===== src/rtl/aes_masked_pkg.sv =====
// Shared constants and FSM encoding for the byte-serial masked AES datapath.
package aes_masked_pkg;

    localparam int AES_NUM_BYTES = 16;
    localparam int BYTE_IDX_W    = 4;

    typedef enum logic [1:0] {
        IDLE  = 2'd0,
        FEED  = 2'd1,
        DRAIN = 2'd2,
        DONE  = 2'd3
    } sbSerState_t;

endpackage


===== src/rtl/valid_delay_line.sv =====
// In-flight valid tracker for pipelined masked gadgets: vldPipe[0] is the entry
// tap, vldPipe[STAGES] the tail; DEPTH counts both taps, so DEPTH must be >= 2.
module valid_delay_line #(
    parameter int DEPTH = 5
) (
    input  logic ClkxCI,
    input  logic RstxBI,
    input  logic InxSI,
    output logic OutxSO,
    output logic BusyxSO
);

    localparam int STAGES = DEPTH - 1;

    logic [STAGES:1] vldQ;
    logic [STAGES:0] vldPipe;

    always_ff @(posedge ClkxCI or negedge RstxBI) begin
        if (!RstxBI) begin
            vldQ <= '0;
        end else begin
            for (int i = STAGES; i >= 2; i--) vldQ[i] <= vldQ[i-1];
            vldQ[1] <= InxSI;
        end
    end

    assign vldPipe = {vldQ, InxSI};
    assign OutxSO  = vldPipe[STAGES];
    assign BusyxSO = |vldPipe;

endmodule


===== src/rtl/aes_subbytes_serial.sv =====
// Byte-serial SubBytes sequencer around the pipelined DOM S-box: feeds the 16
// bytes of a shared state one per cycle and reassembles the shared result.
module aes_subbytes_serial
    import aes_masked_pkg::*;
#(
    parameter int SHARES       = 2,
    parameter int SBOX_LATENCY = 5
) (
    input  logic                    ClkxCI,
    input  logic                    RstxBI,
    input  logic [128*SHARES-1:0]   _StatexDI,
    input  logic                    InValidxSI,
    output logic                    InReadyxSO,
    output logic [8*SHARES-1:0]     _SboxInxDO,
    input  logic [8*SHARES-1:0]     _SboxOutxDI,
    output logic                    RandReqxSO,
    output logic [128*SHARES-1:0]   _StatexDO,
    output logic                    OutValidxSO,
    input  logic                    OutReadyxSI
);

    sbSerState_t stateQ, stateD;

    logic [BYTE_IDX_W-1:0] feedCntQ, feedCntNxt, collCntQ;
    logic [SHARES-1:0][AES_NUM_BYTES-1:0][7:0] stateIn, inStateQ, outStateQ;
    logic [SHARES-1:0][7:0] sboxInQ, sboxInD, sboxOut;

    logic inAccept, outAccept, feedAct, lastFeed, collVld, lastColl, busy;

    assign stateIn = _StatexDI;
    assign sboxOut = _SboxOutxDI;

    assign inAccept   = InValidxSI & InReadyxSO;
    assign outAccept  = OutValidxSO & OutReadyxSI;
    assign feedAct    = (stateQ == FEED);
    assign lastFeed   = feedAct && (feedCntQ == BYTE_IDX_W'(AES_NUM_BYTES - 1));
    assign lastColl   = collVld && (collCntQ == BYTE_IDX_W'(AES_NUM_BYTES - 1));
    assign feedCntNxt = feedCntQ + BYTE_IDX_W'(1);

    valid_delay_line #(
        .DEPTH (SBOX_LATENCY)
    ) u_inflight (
        .ClkxCI  (ClkxCI),
        .RstxBI  (RstxBI),
        .InxSI   (feedAct),
        .OutxSO  (collVld),
        .BusyxSO (busy)
    );

    always_comb begin
        stateD = stateQ;
        unique case (stateQ)
            IDLE:    if (inAccept)  stateD = FEED;
            FEED:    if (lastFeed)  stateD = DRAIN;
            DRAIN:   if (lastColl)  stateD = DONE;
            DONE:    if (outAccept) stateD = IDLE;
            default:                stateD = IDLE;
        endcase
    end

    // The S-box port is loaded one edge ahead, so byte FeedCnt is on the port
    // during the FEED cycle that owns it; every other cycle it is forced to zero.
    always_comb begin
        sboxInD = '0;
        for (int i = 0; i < SHARES; i++) begin
            if (inAccept)
                sboxInD[i] = stateIn[i][0];
            else if (feedAct && !lastFeed)
                sboxInD[i] = inStateQ[i][feedCntNxt];
        end
    end

    always_ff @(posedge ClkxCI or negedge RstxBI) begin
        if (!RstxBI) begin
            stateQ    <= IDLE;
            feedCntQ  <= '0;
            collCntQ  <= '0;
            inStateQ  <= '0;
            outStateQ <= '0;
            sboxInQ   <= '0;
        end else begin
            stateQ  <= stateD;
            sboxInQ <= sboxInD;
            if (inAccept) begin
                inStateQ <= stateIn;
                feedCntQ <= '0;
            end else if (feedAct) begin
                feedCntQ <= feedCntNxt;
            end
            // Per-share insert at the tail; the counter wraps back to 0 after byte 15.
            if (collVld) begin
                for (int i = 0; i < SHARES; i++) outStateQ[i][collCntQ] <= sboxOut[i];
                collCntQ <= collCntQ + BYTE_IDX_W'(1);
            end
        end
    end

    assign InReadyxSO  = (stateQ == IDLE);
    assign OutValidxSO = (stateQ == DONE);
    assign RandReqxSO  = busy;
    assign _SboxInxDO  = sboxInQ;
    assign _StatexDO   = outStateQ;

endmodule


===== config.mk =====
export PLATFORM = sky130hd
export DESIGN_NAME = aes_subbytes_serial
export DESIGN_NICKNAME = d
export VERILOG_FILES = /design/src/rtl/aes_masked_pkg.sv /design/src/rtl/valid_delay_line.sv /design/src/rtl/aes_subbytes_serial.sv
export SDC_FILE = /design/constraint.sdc
export NUM_CORES = 1
export LEC_CHECK = 0
export ABC_AREA = 0
export CORE_ASPECT_RATIO = 0.7
export CORE_UTILIZATION = 50
export DETAILED_ROUTE_END_ITERATION = 8
export GPL_TIMING_DRIVEN = 0
export PLACE_DENSITY = 0.87
export SETUP_SLACK_MARGIN = 0.3
export SLEW_MARGIN = 20
export SYNTH_ARGS = -nofsm -noshare
export SYNTH_HDL_FRONTEND = slang
export SYNTH_SLANG_ARGS = --single-unit

===== constraint.sdc =====
create_clock -name ClkxCI -period 2.7 [get_ports ClkxCI]
set_clock_uncertainty 0.15 [all_clocks]
set_input_delay 0.81 -clock ClkxCI [delete_from_list [all_inputs] [get_ports ClkxCI]]
set_output_delay 0.81 -clock ClkxCI [all_outputs]
set_load 0.01 [all_outputs]

# After elaboration in Yosys (flattened, before gate mapping)

Index checks and enable logic that the tools add are counted.

$lt $le $gt $ge: 3
Reduce and logical (&&, ||, !) cells: 9
Equality and inequality tests: 9
Mux-type cells: 19
Add/subtract/negate cells: 2
Bitwise gates (word level): 2

Operator list:

| operator            | count |
|---|---|
| $bwmux 128          | 2 |
| $bmux 8 s4          | 2 |
| $mux 8              | 7 |
| $demux 8 s4         | 1 |
| $lt 4x5->1 const B  | 2 |
| $add 4x1->4 const B | 2 |
| $eq 4x4->1 const B  | 2 |
| $mux 2              | 4 |
| $mux 4              | 2 |
| $pmux 2 s4          | 1 |
| $ne 2x1->1 const B  | 3 |
| $reduce_or 5->1     | 1 |
| $eq 2x2->1 const B  | 2 |
| $ge 4x1->1 const B  | 1 |
| $logic_and 1x1->1   | 4 |
| $reduce_and 4->1    | 1 |
| $and 1x1->1         | 2 |
| $eq 2x1->1 const B  | 1 |
| $logic_not 2->1     | 1 |
| $ne 2x2->1 const B  | 1 |
| $reduce_bool 2->1   | 1 |
| $logic_not 1->1     | 1 |

Input port bits: 276
Register bits after elaboration: 542
Output and inout port bits: 275

# Longest topological paths before layout

Gate-level depths: netlist of run 1.

Word-level depth: 6
Gate-level depth with buffers: 8

# Cells and area by module

From an unflattened synthesis of run 1, not the netlist that was laid out.

Cell total of the unflattened synthesis: 1926
Area, all modules: 22496.6 µm²

By module, submodules not included:

| module              | sequential area each (µm²) | area an instance (µm²) | cells an instance | instances |
|---|---|---|---|---|
| aes_subbytes_serial | 13462.9                    | 22384.0                | 1919              | 1 |
| valid_delay_line    | 100.1                      | 112.6                  | 7                 | 1 |

# Worst setup path before layout of run 1

No wires, ideal clock.

Kind: register to register
Start: register feedCntQ[1]
End: register sboxInQ (netlist bit _SboxInxDO[12])
Library setup time: 0.132 ns
Path slack: 0.386 ns
Cell stages (with the launch flop): 8
Arrival: 2.032 ns
Period minus slack after synthesis: 2.314 ns
Path buffers: 2
Cells stage by stage: dfrtp_1 > ha_1 > buf_2 > buf_1 > mux4_2 > a21boi_0 > nor4_1 > o21ai_1

RTL lines:

| element                | RTL line                  | RTL |
|---|---|---|
| from (decl)            | aes_subbytes_serial.sv:24 | `logic [BYTE_IDX_W-1:0] feedCntQ, feedCntNxt, collCntQ;` |
| from (signal assigned) | aes_subbytes_serial.sv:88 | `feedCntQ <= feedCntNxt;` |
| to (signal assigned)   | aes_subbytes_serial.sv:83 | `sboxInQ <= sboxInD;` |
| to (decl)              | aes_subbytes_serial.sv:26 | `logic [SHARES-1:0][7:0] sboxInQ, sboxInD, sboxOut;` |

# Worst setup path after layout of run 1

Start: register stateQ[0]
End: output RandReqxSO

Cells in the longest elaborated chain, start to end: 2

RTL lines:

| element                | RTL line                  | RTL |
|---|---|---|
| from (decl)            | aes_subbytes_serial.sv:22 | `sbSerState_t stateQ, stateD;` |
| from (signal assigned) | aes_subbytes_serial.sv:82 | `stateQ <= stateD;` |
| $eq 2x1->1             | aes_subbytes_serial.sv:35 | `assign feedAct = (stateQ == FEED);` |
| via feedAct            | aes_subbytes_serial.sv:28 | `logic inAccept, outAccept, feedAct, lastFeed, collVld, lastColl, busy;` |
| $reduce_or 5->1        | valid_delay_line.sv:29    | `assign BusyxSO = \|vldPipe;` |
| to (decl)              | aes_subbytes_serial.sv:16 | `output logic RandReqxSO,` |

The timed path passes the listed nets, and every way through them passes these cells.

==> results of run 1 <==
==> final cells by class <==
type	instances	area [sq um]	share of cell area [%]
Antenna cell	17	42.54	0.1372
Buffer	121	763.2	2.462
Clock buffer	70	1448	4.669
Clock inverter	21	334.1	1.078
Inverter	8	30.03	0.09686
Multi-Input combinational cell	1254	8506	27.43
Sequential cell	542	13570	43.75
Tap cell	594	743.2	2.397
Timing Repair Buffer	585	5572	17.97
==> metal layers <==
metal	vias up	global-route usage (%)	routed length [um]	part of all wire [%]
met3	213	6.825	6194	8.0
met2	990	50.76	36270	47
met1	9252	44.00	30280	39
met5	-	0	0	0
met4	0	18.04	4519	5.8
li1	7672	-	-	-
==> registers in the layout, summed over array words and instances (netlist names) <==
register         cells
u_inflight.vldQ      4
_SboxInxDO          16
collCntQ             4
stateQ               2
_StatexDO          256
feedCntQ             4
inStateQ           256
==> stage by stage <==
step	worst slack, ns	TNS [ns]	util [%]
floorplan	0.3864	0	-
global placement	-21.94	-	65.26
detailed placement	-0.7936	-138.96	65.65
CTS	0.1259	0	69.48
global route	0.07749	0	70.39
finish	0.1561	0	70.39
==> cells by family (layout without fill, tap and decap cells) <==
logic type / after synthesis / count (layout)
adders and majority gates: 9 / 9
and+or+nand+nor: 858 / 858
xor gates and xnor gates: 6 / 6
muxes: 322 / 322
AOI/OAI and AO/OA: 59 / 59
DFF: 542 / 542
other: 0 / 17
buffers and inverters: 129 / 805
==> repair_timing <==
item                                    4_1_cts  5_1_grt
hold buffers                                  1        0
resized for setup                           366       78
setup buffers                                 4       24
pin swaps                                     8       14
endpoints found under the setup margin      526      239
endpoints found under the hold margin        18        0
==> critical path, cell delays in order, from the launching register on <==
cell,delay [ns]
dfrtp_2,0.44
ha_4,0.18
buf_8,0.11
nor3_2,0.08
nand2_1,0.08
buf_6,0.13
==> report_power, final <==
group / total (mW) / switching, mW / internal [mW]
registers: 14.2 / 2.17 / 12.0
logic: 16.5 / 8.47 / 8.03
clock network: 7.68 / 3.24 / 4.44
total: 38.3 / 13.9 / 24.5
==> layout by cell type, fill, tap and decap left out, types with 8 or more instances in the layout <==
| master | instances |
|---|---|
| mux2_2 | 257 |
| nor2b_1 | 28 |
| buf_2 | 19 |
| clkbuf_16 | 52 |
| buf_4 | 31 |
| dfrtp_1 | 540 |
| o21ai_1 | 14 |
| clkdlybuf4s50_1 | 274 |
| dlygate4sd2_1 | 272 |
| nand2_1 | 775 |
| diode_2 | 17 |
| clkbuf_1 | 42 |
| a21boi_0 | 25 |
| clkbuf_8 | 11 |
| mux4_2 | 64 |
| buf_1 | 10 |
| nor4_1 | 10 |
| clkbuf_2 | 35 |
| nand3_1 | 8 |
==> worst paths after layout <==
check / from / to / slack [ns] / cells past startpoint
worst max-delay path: stateQ[0] / RandReqxSO / 0.16 / 5
worst min-delay path: RstxBI / inStateQ[113] / 0.10 / 2
worst max register to register: feedCntQ[0] / _SboxInxDO[7] / 0.18 / 8
worst min register to register: u_inflight.vldQ[3] / u_inflight.vldQ[4] / 0.24 / 0
max in group asynchronous: RstxBI / inStateQ[224] / 0.98 / 4
min in group ClkxCI: u_inflight.vldQ[3] / u_inflight.vldQ[4] / 0.24 / 0
==> impl_results.md, run 1 <==
* Clock sinks at between 500 and 600
* Mux cell area share after synthesis at 19.32%
* # fillers at 3,055
* Post-Syn Area per Cell at 11.69 sq um
* Die Area at 45,850 sq um
* Non-Filler Instances at 3,212
* CTS Buffer Depth at 3
* Layout net count at 2,848
* CTS tree: done
* Worst Path Arrival at ~1.6 ns
* Io pins at approximately 550
* Fin crit period at 2.544 ns
* Syn-to-layout area delta at 37.83%
* Unrepaired setup endpoints after global routing: true
* Starting Density at around 50%
* Largest family of logic cells by synthesized area: multiplexers
* Outcome: finished, final reports clean
* Standby leakage power at 14.87 nW
* Fin Hold WS at 0.1012 ns
* CTS root buf: clkbuf_16
* Synth top cells by count: 775 x nand2_1, 542 x dfrtp_1, 257 x mux2_2
* Crit end category: primary output
* Synth Cell Area at 22,490 sq um
* Routed wire per std cell at 24.06 um
* H-tree Lvls at 2
* Worst EP required at 1.74 ns
* Most numerous cell in the Yosys netlist: nand2_1
* CORE AREA at between 40,000 and 50,000 sq um
* Simple-gate share of the synthesized area at 15.24%
* Vias at 18,127
* First-pass DRT Iterations at 7
* Hpwl dp at between 50,000 and 60,000 um
* Pin count of the biggest net entering global routing at 108
* Library cells used by synthesis at 40
* # DRC at 0
* Seq/Total Area, Yosys at 60.30%
* Maxcap violations at 0
* Post-DR vias/cell at 5.644
* Total GRT Usage at 32.90%
* Reg clk slew, reported paths at about 0.06 ns
* Power, Total at 38.34 mW
* Top cell type by total area after synthesis: dfrtp_1
* HP Class: in -> async
* XOR/XNOR Fraction of Synth Area at 0.2336%
* Total Wirelength at 77,270 um
* Synth Flop Type: dfrtp_1
* Slew Viols, Final at 0
* Die W at 255.5 um
* Slew margin rel. at about 44%
* Vias in the first global route at ~19,000
* Peak VDD IR at 0.0006286 V
* Post-synthesis compound-gate area fraction at under 10%
* Pwr dens at 1237 nW/um^2
* Worst Tran Pin Value at 0.8319 ns
* Vert. Die Dim at 179.5 um
* Post-synth EDFFs at 0
* Post-route antenna net violation count at 0
* Remaining global-route overflow at 0
* Yosys top cell area share at 60.30%
* Post-Synthesis Cells at about 1,900
* Post-Synth Adder-Cell Area at 0.5006%
* #FFs+latches synth at 542
* Buffers on Ports at 550
* Initial antenna violation count at 18
* Final hold violation count at 0
* Gpl congestion at between 0.9 and 1
* Iteration-0 DRC Markers at 1,714
* Tcrit/Tclk final at a little over nine tenths
* Yosys warns at 0
* CP startpoint kind: register
* Post-placement cell area at 28,910 sq um
* Top cells by area, synth: dfrtp_1 60%, nand2_1 13%, mux2_2 13%
* Final setup viols at 0
* Post-Place Cells at between 3,000 and 4,000
* First-pass GRT wire length at approximately 110,000 um
* Total CTS buffers at 51
* Max Fclk at 0.3931 GHz
* Post-route cell area at between 30,000 and 40,000 sq um
* Clock latency reported for the late side of the worst-skew pair at 0.60 ns
* Synth async-reset ratio at 100.0%
* # rows at 64
* Crit Path Max Fanout at 3
* CP Class: reg -> out
* Synthesized Nets at between 2,000 and 2,500
* Layout cells sized above 1 at 21.03%
Note: power is estimated with default switching activity, not from simulation.
==> run 2: changes to the inputs <==
Settings changed: SYNTH_HIERARCHICAL from default to 1.
==> run 2 against run 1 <==
Effect of this change: die area about the same; synthesized cell count about the same; fmax increased by 1.5%; setup slack improved by 0.039 ns; register-to-register slack improved by 0.07 ns; via count decreased by 0.11%; critical path depth decreased by 1; global-route usage decreased by 1.3 points; synthesized area about the same.
==> impl_results.md, run 2 <==
* Post-DR vias/cell at 5.613 (-0.54%)
* Total CTS buffers at 50 (-2.0%)
* CORE AREA at 44,040 sq um (unchanged)
* Starting Density at 51.08% (about the same)
* Buffers on Ports at 550 (unchanged)
* Vias at 18,107 (-0.11%)
* Reg clk slew, reported paths at 0.07 ns (about the same)
* Max Fclk at 0.3992 GHz (+1.5%)
* Die Area at 45,860 sq um (about the same)
* Most numerous cell in the Yosys netlist: nand2_1
* Worst Path Buf+Inv at 1 (-1)
* Final hold violation count at 0 (unchanged)
* First-pass GRT wire length at 110,100 um (-3.5%)
* Clock sinks at 542 (unchanged)
* Total GRT Usage at 31.63% (-1.3 points)
* # DRC at 0 (unchanged)
* Pwr dens at 1221 nW/um^2 (-1.3%)
* Vert. Die Dim at 179.5 um (about the same)
* Dpl ws at -0.8690 ns (-0.07543 ns)
* Worst EP required at 1.74 ns (about the same)
* TNS Setup at 0 ns (unchanged)
* Layout net count at 2,863 (+0.53%)
* CTS Buffer Depth at 3 (unchanged)
* Synth async-reset ratio at 100.0% (unchanged)
* Most frequent cells in the layout: 776 x nand2_1, 541 x dfrtp_1, 274 x clkdlybuf4s50_1, 272 x dlygate4sd2_1, 257 x mux2_2
* Maxcap violations at 0 (unchanged)
* Total Wirelength at 74,060 um (-4.1%)
* Post-synth EDFFs at 0 (unchanged)
* Top cells by area, synth: dfrtp_1 60%, nand2_1 13%, mux2_2 13%
* Critical-path cell list: ha_4 > nor3_4 > nand2_2 > buf_6
* Post-route antenna net violation count at 0 (unchanged)
* Clock latency reported for the late side of the worst-skew pair at 0.59 ns (about the same)
* Initial antenna violation count at 18 (unchanged)
* Slew margin rel. at 49.66% (+5.3 points)
* Top cell type by total area after synthesis: dfrtp_1
* Post-Synthesis Cells at 1,926 (+0.052%)
* Pin count of the biggest net entering global routing at 108 (unchanged)
* Vias in the first global route at 18,490 (-0.27%)
* Worst Tran Pin Value at 0.7551 ns (-0.07673 ns)
* Standby leakage power at 14.89 nW (+0.15%)
* Multi-input gate area at 8541 sq um (+0.41%)
* Fin Hold WS at 0.03438 ns (-0.06679 ns)
* Post-route setup slack at 0.1947 ns (+0.03861 ns)
* Unrepaired setup endpoints after global routing: true
* R2R Path Start: feedCntQ[0]
* Cell family with most CP delay: flip-flops
* Outcome: finished, final reports clean
* Yosys warns at 6 (+6)
* Iteration-0 DRC Markers at 1,821 (+6.2%)
* H-tree Lvls at 2 (unchanged)
* Synth Cell Area at 22,500 sq um (about the same)
* Gpl congestion at 0.9145 (-8.0%)
* Syn-to-layout area delta at 38.07%
* Die W at 255.5 um (about the same)
* Library cells used by synthesis at 38 (-5.0%)
* Synth Flop Type: dfrtp_1
* Crit end category: primary output
* Hpwl dp at 53,560 um (-5.6%)
* Peak VDD IR at 0.0006683 V (+6.3%)
* Layout cells sized above 1 at 21.67% (+0.64 points)
* Fin crit period at 2.505 ns (-0.03861 ns)
* Tcrit/Tclk final at 92.79% (-1.4 points)
* Synthesized Nets at 2,211 (+0.045%)
* First-pass DRT Iterations at 6 (-1)
* Slowest cell on crit path: dfrtp_1
* # fillers at 2,989 (-2.2%)
* #FFs+latches synth at 542 (unchanged)
* Power, Total at 37.93 mW (-1.1%)
* Critical Path Source: stateQ[0]
* Slew Viols, Final at 0 (unchanged)
* HP Class: in -> async
* Routed wire per std cell at 22.96 um (-4.6%)
* Remaining global-route overflow at 0 (unchanged)
* Critical Path Max Stage Delay at 0.43 ns (about the same)
* Commonest non-fill, non-tap cell in the layout: nand2_1
* CP Class: reg -> out
* # rows at 64 (unchanged)
* Io pins at 551 (unchanged)
* Synth top cells by count: 777 x nand2_1, 542 x dfrtp_1, 257 x mux2_2
* Yosys top cell area share at 60.29% (about the same)
* CTS tree: done
* CTS root buf: clkbuf_16
* Crit Path Max Fanout at 3 (unchanged)
* Post-Syn Area per Cell at 11.68 sq um (about the same)
* Worst Path Arrival at 1.55 ns (-0.03 ns)
* Seq/Total Area, Yosys at 60.29% (about the same)
* FF+latch area at 13,560 sq um (about the same)
* Final setup viols at 0 (unchanged)
* CP startpoint kind: register
## run 2: cell types whose count changed after synthesis, moves of 3 or more
cell	delta
buf_1	-4
and2b_1	-3
nand3_2	+4
clkbuf_1	+7
## run 2: worst reg2reg max path: stages, from the launching register on
cell and delay, ns:
dfrtp_1 0.43, buf_6 0.15, buf_12 0.15, buf_6 0.26, mux4_2 0.59, a21boi_0 0.16
a211oi_1 0.23, o21ai_1 0.16
## run 2: cells by family after synthesis
kind of cell | Yosys count | synth area share (%)
flip-flops | 542 | 60.29
AND/OR/NAND/NOR | 859 | 15.29
XOR/XNOR | 6 | 0.2336
buffers and inverters | 129 | 2.519
AO/OA/AOI/OAI | 59 | 1.847
multiplexers | 322 | 19.32
adder cells (fa/ha/maj) | 9 | 0.5006
## run 2: power breakdown
group / internal (mW) / switching (mW) / leakage (nW)
logic: 8.12 / 8.29 / 7.42
clock network: 4.14 / 3.16 / 0.839
registers: 12.0 / 2.23 / 6.63
total: 24.3 / 13.7 / 14.9
## run 2: worst paths after layout
kind,to,slack [ns],depth (start not counted)
max,RandReqxSO,0.19,4
max in group asynchronous,_SboxInxDO[11],1.04,3
min in group ClkxCI,u_inflight/vldQ[3],0.23,0
max reg2reg,_SboxInxDO[12],0.25,7
min,_StatexDO[119],0.03,1
min reg2reg,u_inflight/vldQ[3],0.23,0
## run 2: metrics by stage
| step | area, sq um | cells | utilization [%] |
|---|---|---|---|
| final | 31060 | 3226 | 70.53 |
| after global routing | 31060 | 3225 | 70.52 |
| after CTS | 30590 | 3178 | 69.45 |
| after detailed placement | 28890 | 3075 | 65.59 |
| after global placement | 28750 | 3070 | 65.27 |
| after floorplan | 22500 | 1926 | - |
## run 2: area by class of cell
type	count	area share (%)
well taps	594	2.393
clock inverters	20	0.6606
clock buffers	70	4.790
diodes	16	0.1289
inverters	8	0.1047
flip-flops and latches	542	43.67
plain buffers	121	2.352
repair buffers	600	18.40
multi-input cells	1255	27.50
## run 2: layer usage
metal	track usage, %	share of wire [%]	vias to the layer above	wire (um)
li1	-	-	7705	-
met1	39.30	37	9098	27510
met2	53.21	49	1058	36540
met3	5.979	8.2	246	6059
met4	16.12	5.3	0	3957
met5	0	0	-	0
## run 2: timing repair
item                       in CTS  in global routing
pin swaps                      11                 14
setup buffers                  13                 31
setup endpoints to repair     578                217
hold buffers                    0                  0
cloned                          0                  1
resized for setup             362                 69
==> run 3: changes to the inputs <==
Settings changed: CORE_UTILIZATION 50 to 54, PLACE_DENSITY 0.87 to 0.95.
Clock period 2.7 ns to 2.9 ns, I/O delays scaled along.
==> run 3 against run 2 <==
Effect of this change: clock-buffer cell count rose by 5; setup slack improved by 0.096 ns; global-route usage up 4.3 points; critical path type is now reg -> reg; largest cell class unchanged; sequential share of layout area is 0.18 points higher; combinational power down 4%; via count decreased by 0.29%; critical endpoint is now _SboxInxDO[10]; cell count fell by 2.5%; core utilization is 4.8 points higher.
==> impl_results.md, run 3 (synthesized netlist as in run 2, its figures left out) <==
* Outcome: finished, final reports clean
* CTS Buffer Depth at 3 (unchanged)
* Routed wire per std cell at 24.29 um (+5.8%)
* Layout cells sized above 1 at 19.04% (-2.6 points)
* Worst Path Arrival at 2.88 ns (+1.33 ns)
* Vert. Die Dim at 172.8 um (-3.7%)
* Total GRT Usage at 35.89% (+4.3 points)
* First-pass DRT Iterations at 5 (-1)
* Total CTS buffers at 50 (unchanged)
* Max Fclk at 0.3833 GHz
* Maxcap violations at 0 (unchanged)
* Commonest non-fill, non-tap cell in the layout: nand2_1
* Post-route antenna net violation count at 0 (unchanged)
* Slew Viols, Final at 0 (unchanged)
* Peak VDD IR at 0.0009011 V (+35%)
* Crit end category: register
* Buffers on Ports at 550 (unchanged)
* CP Class: reg -> reg
* Sequential power share at 36.9% (-0.6 points)
* Sw frac at 34.96% (-1.1 points)
* Die W at 246.0 um (-3.7%)
* Io pins at 551 (unchanged)
* Post-DR vias/cell at 5.741 (+2.3%)
* Clock latency reported for the late side of the worst-skew pair at 0.57 ns (-0.02 ns)
* Fin crit period at 2.609 ns
* Critical-path cell list: ha_1 > buf_4 > clkbuf_8 > mux4_2 > a21boi_0 > nor4_1 > o21ai_1
* Slowest cell on crit path: dfrtp_1
* Initial antenna violation count at 18 (unchanged)
* Iteration-0 DRC Markers at 1,593 (-13%)
* Final setup viols at 0 (unchanged)
* Net Switching at 12.76 mW (-6.7%)
* Tcrit/Tclk final at 89.97%
* Logic pwr share at 43.3% (about the same)
* H-tree Lvls at 2 (unchanged)
* Worst Path Buf+Inv at 2 (+1)
* Critical Path Max Stage Delay at 0.47 ns (+0.04 ns)
* Standby leakage power at 14.28 nW (-4.1%)
* Gpl congestion at 0.9495 (+3.8%)
* Starting Density at 54.82% (+3.7 points)
* Slew margin rel. at 41.38% (-8.3 points)
* Worst Tran Pin Value at 0.8793 ns (+0.1241 ns)
* CTS root buf: clkbuf_16
* R2R Setup Slk at 0.29 ns (+0.04 ns)
* CTS tree: done
* Most frequent cells in the layout: 777 x nand2_1, 542 x dfrtp_1, 533 x clkdlybuf4s50_1, 257 x mux2_2, 71 x clkbuf_1
* Post-Place Cells at 3,025 (-1.6%)
* Hpwl dp at 54,880 um (+2.5%)
* GRT met2 Usage at 59.43% (+6.2 points)
* Unrepaired setup endpoints after global routing: true
* # fillers at 2,486 (-17%)
* Clock sinks at 542 (unchanged)
* GRT Max-Usage Layer: met2
* Pwr dens at 1180 nW/um^2 (-3.4%)
* HP Class: in -> async
* Remaining global-route overflow at 0 (unchanged)
* M1 GR Usage at 43.38% (+4.1 points)
* Power Internal at 23.73 mW (-2.2%)
* Syn-to-layout area delta at 37.48%
* Crit Path Max Fanout at 10 (+7)
* First-pass GRT wire length at 113,700 um (+3.2%)
* Register-to-Register Path Depth at 7 (unchanged)
* Critical R2R Capture: _SboxInxDO[10]
* Die Area at 42,490 sq um (-7.3%)
* Final hold violation count at 0 (unchanged)
* Pin count of the biggest net entering global routing at 109 (+0.93%)
* Non-Filler Instances at 3,145 (-2.5%)
* Total Wirelength at 76,400 um (+3.2%)
* Met3 Use GR at 8.319% (+2.3 points)
* CORE AREA at 41,040 sq um (-6.8%)
* Vias in the first global route at 19,022 (+2.9%)
* Fin util at 75.36% (+4.8 points)
* R2R Path Start: feedCntQ[1]
* Layout net count at 2,828 (-1.2%)
* Cell family with most CP delay: buffers and inverters
* Clock share of power at 19.8% (+0.5 points)
* CP startpoint kind: register
* Worst EP required at 3.17 ns (+1.43 ns)
* # DRC at 0 (unchanged)
* Reg clk slew, reported paths at 0.07 ns (about the same)
* Vias at 18,054 (-0.29%)
* # rows at 62 (-3.1%)
-- run 3: cell count changes in the layout (fill, tap and decap cells not counted), sizes merged, moves of 4 or more --
cell	previous run	this run
dlygate4sd2	272	2
clkdlybuf4s50	274	533
buf	98	57
clkbuf	147	158
dlymetal6s2s	0	11
bufinv	3	7
-- run 3: worst max path at each step --
stage / start / end / slack, ns / depth (start not counted)
global placement: RstxBI / inStateQ[74] / -21.62 / 1
CTS: stateQ[0] / RandReqxSO / 0.28 / 5
global route: feedCntQ[1] / _SboxInxDO[10] / 0.20 / 7
floorplan: feedCntQ[1] / _SboxInxDO[0] / 0.59 / 7
detailed placement: InValidxSI / inStateQ[248] / -0.70 / 7
finish: feedCntQ[1] / _SboxInxDO[10] / 0.29 / 7
-- run 3: per-layer routing --
layer | part of all wire, % | vias up | wire (um)
li1 | - | 7631 | -
met1 | 37 | 9110 | 27940
met5 | 0.016 | - | 12
met4 | 5.6 | 2 | 4306
met2 | 49 | 1083 | 37590
met3 | 8.6 | 228 | 6553
-- run 3: timing repair --
item / 4_1_cts / 5_1_grt
hold buffers: 0 / 0
resized for setup: 48 / 29
pin swaps: 3 / 4
buffers inserted: 8 / 2
endpoints found under the setup margin: 269 / 55
-- run 3: power groups by stage --
stage | sequential (mW) | combinational (mW) | clock (mW)
final | 13.5 | 15.8 | 7.23
after global routing | 13.7 | 16.7 | 7.61
after CTS | 13.3 | 15.6 | 7.28
after detailed placement | 13.3 | 15.2 | 0
after global placement | 13.1 | 14.6 | 0
after floorplan | 13.6 | 7.18 | 0
-- run 3: worst register-to-register path, stage by stage, from the launching register on --
cell      delay, ns
dfrtp_1        0.47
ha_1           0.33
buf_4          0.22
clkbuf_8       0.26
mux4_2         0.34
a21boi_0       0.20
nor4_1         0.40
o21ai_1        0.10
-- run 3: area by class of cell --
| class | count | area [sq um] | share of cell area, % |
|---|---|---|---|
| antenna | 17 | 42.54 | 0.1376 |
| timing repair buffer | 565 | 5746 | 18.58 |
| sequential | 542 | 13560 | 43.85 |
| buffer | 121 | 596.8 | 1.930 |
| inverter | 8 | 30.03 | 0.09710 |
| tap | 544 | 680.7 | 2.201 |
| multi-input combinational | 1255 | 8452 | 27.33 |
| clock inverter | 18 | 267.8 | 0.8658 |
| clock buffer | 75 | 1549 | 5.009 |
-- run 3: stage by stage --
stage	instance area, sq um	setup WS, ns	hold slack (ns)	TNS, ns	total power [mW]
after floorplan	22500	0.5870	0.2043	0	20.81
after global placement	28680	-21.62	0.2103	-	27.64
after detailed placement	28830	-0.7035	0.2172	-110.08	28.54
after CTS	30780	0.2756	0.05006	0	36.22
after global routing	30930	0.1966	0.06271	0	38.04
final	30930	0.2909	0.06309	0	36.49
==> variant: new RTL, settings of run 1 <==
`SHARES`: 2 -> 1.
--- a/src/rtl/aes_subbytes_serial.sv
+++ b/src/rtl/aes_subbytes_serial.sv
@@ -3,7 +3,7 @@
 module aes_subbytes_serial
     import aes_masked_pkg::*;
 #(
-    parameter int SHARES       = 2,
+    parameter int SHARES       = 1,
     parameter int SBOX_LATENCY = 5
 ) (
     input  logic                    ClkxCI,
Interface: changed (resized _SboxInxDO, _SboxOutxDI, _StatexDI and _StatexDO); port bits go from 551 to 279. No check against the original RTL was run, so the function may have changed too.
==> variant against run 1 <==
Sequential cell count decreased by 264. Count of clock-buffer cells in the layout decreased by 31. Largest power group unchanged. Total power decreased by 48%. Final area decreased by 48%. Non-clock buffer count decreased by 359. Largest cell class unchanged. Worst setup slack got worse by 0.0092 ns. Area after synthesis decreased by 48%. Highest routed layer is now met5. First-iteration DRC count decreased by 60%. Sequential power decreased by 49%. Routed wire length decreased by 56%.
==> variant: results (changes against run 1) <==
- Root Driver: clkbuf_16
- Ys flop type: dfrtp_1
- Pre-antenna DRT Iters: 5 (-2)
- DPL Wire Length: 23950 microns (-58%)
- Wirelength per Cell: 20.52 microns (-15%)
- CP Max Fanout: 2 (-1)
- Reg-to-reg endpoint: _SboxInxDO[4]
- Crit-path leading delay family: buffers and inverters
- Routability congestion estimate: 0.8936 (-10%)
- Fraction of registers with async set/reset: 100.0% (unchanged)
- Post-DP Area: 14910 sq um (-48%)
- Slew Limit Headroom: 54.95% (+11 points)
- Drt initial violations: 680 (-60%)
- CP peak stage delay: 0.42 ns (-0.02 ns)
- Largest net degree at the start of global routing: 105 (-2.8%)
- Initial antenna violation count: 5 (-13)
- CP max stage cell: dfrtp_1
- Layout Nets: 1474 (-48%)
- Port Buffers: 278 (-49%)
- Sequential fraction of the synthesis area: 59.59% (-0.70 points)
- Critical path destination: OutValidxSO
- Synth area leaders: dfrtp_1 (60%), nand2_1 (13%), mux2_2 (12%)
- CTS clk-pin slew, worst paths: 0.06 ns (about the same)
- CTS Buffer Depth: 3 (unchanged)
- Hold crit path type: primary input to asynchronous set/reset pin
- H-tree depth: 1 (-1)
- Reg2reg start: feedCntQ[1]
- Vias: 8982 (-50%)
- Ratio of cells with drive above 1 in the final layout: 20.22% (-0.81 points)
- R2R cell count: 7 (-1)
- Status: finished clean
- Post-synth net total: 1155 (-48%)
- Warnings, synthesis: 0 (unchanged)
- TritonCTS Buffers: 27 (-47%)
- Crit path from: stateQ[0]
- Leak: 8.047 nW (-46%)
- GRT Overall Usage: 28.23% (-4.7 points)
- Library cells used by synthesis: 42 (+5.0%)
- Nature of the critical path endpoint: output pin
- Vias in the first global route: 9136 (-51%)
- Global-route wire length before repair: 51040 microns (-55%)
- Synth cell count leaders: nand2_1 (402), dfrtp_1 (278), mux2_2 (128)
- Worst IR Drop VDD: 0.5455 mV (-13%)
- Reg2reg setup slack: 0.28 ns (+0.10 ns)
- Skew-Pair Late Insertion Delay: 0.53 ns (-0.07 ns)
==> variant: power by group <==
group | switching, mW | internal (mW) | leakage [nW]
clock | 1.62 | 2.41 | 0.479
combinational | 4.14 | 4.40 | 4.17
sequential | 1.11 | 6.15 | 3.40
==> variant: cell families after synthesis <==
logic type      count (synthesis)  synth area share [%]
compound gates                 35                 2.262
xor+xnor                        6                0.4502
buf+inv                        65                 2.540
fa+ha+maj                       9                0.9646
simple gates                  451                 15.49
flops                         278                 59.59
mux                           162                 18.70
==> variant: timing repair <==
| action | 4_1_cts | 5_1_grt |
|---|---|---|
| buffers inserted | 7 | 3 |
| endpoints found under the setup margin | 155 | 178 |
| gates resized for setup | 111 | 81 |
| pin swaps | 6 | 5 |
| hold buffers | 0 | 0 |
| gates cloned | 0 | 0 |
==> variant: layout make-up <==
class / count / area (sq um)
diodes: 2 / 5.005
plain buffers: 57 / 346.6
clock buffers: 39 / 830.8
clock inverters: 10 / 127.6
fillers: 1587 / 6591
inverters: 8 / 32.53
multi-input cells: 663 / 4528
flip-flops and latches: 278 / 6958
well taps: 312 / 390.4
repair buffers: 290 / 2982
==> variant: routing by layer <==
layer  wire, microns  part of all wire [%]  up-vias  track usage (%)
met1           14520                    43     4538            38.87
met2           15700                    46      404            44.37
met4             926                   2.7        2            8.119
met5               9                 0.026        -                0
met3            2875                   8.4       73            7.703
li1                -                     -     3965                -
==> variant: stage by stage <==
step / hold WS [ns] / util [%] / cells / setup WS (ns)
2_1_floorplan: 0.2043 / - / 1006 / 0.4585
3_3_place_gp: 0.2089 / 65.14 / 1596 / -10.87
3_5_place_dp: 0.2144 / 65.40 / 1598 / -0.7102
4_1_cts: 0.1504 / 69.99 / 1654 / 0.1842
5_1_grt: 0.1516 / 71.07 / 1658 / 0.1040
6_report: 0.1043 / 71.08 / 1659 / 0.1469
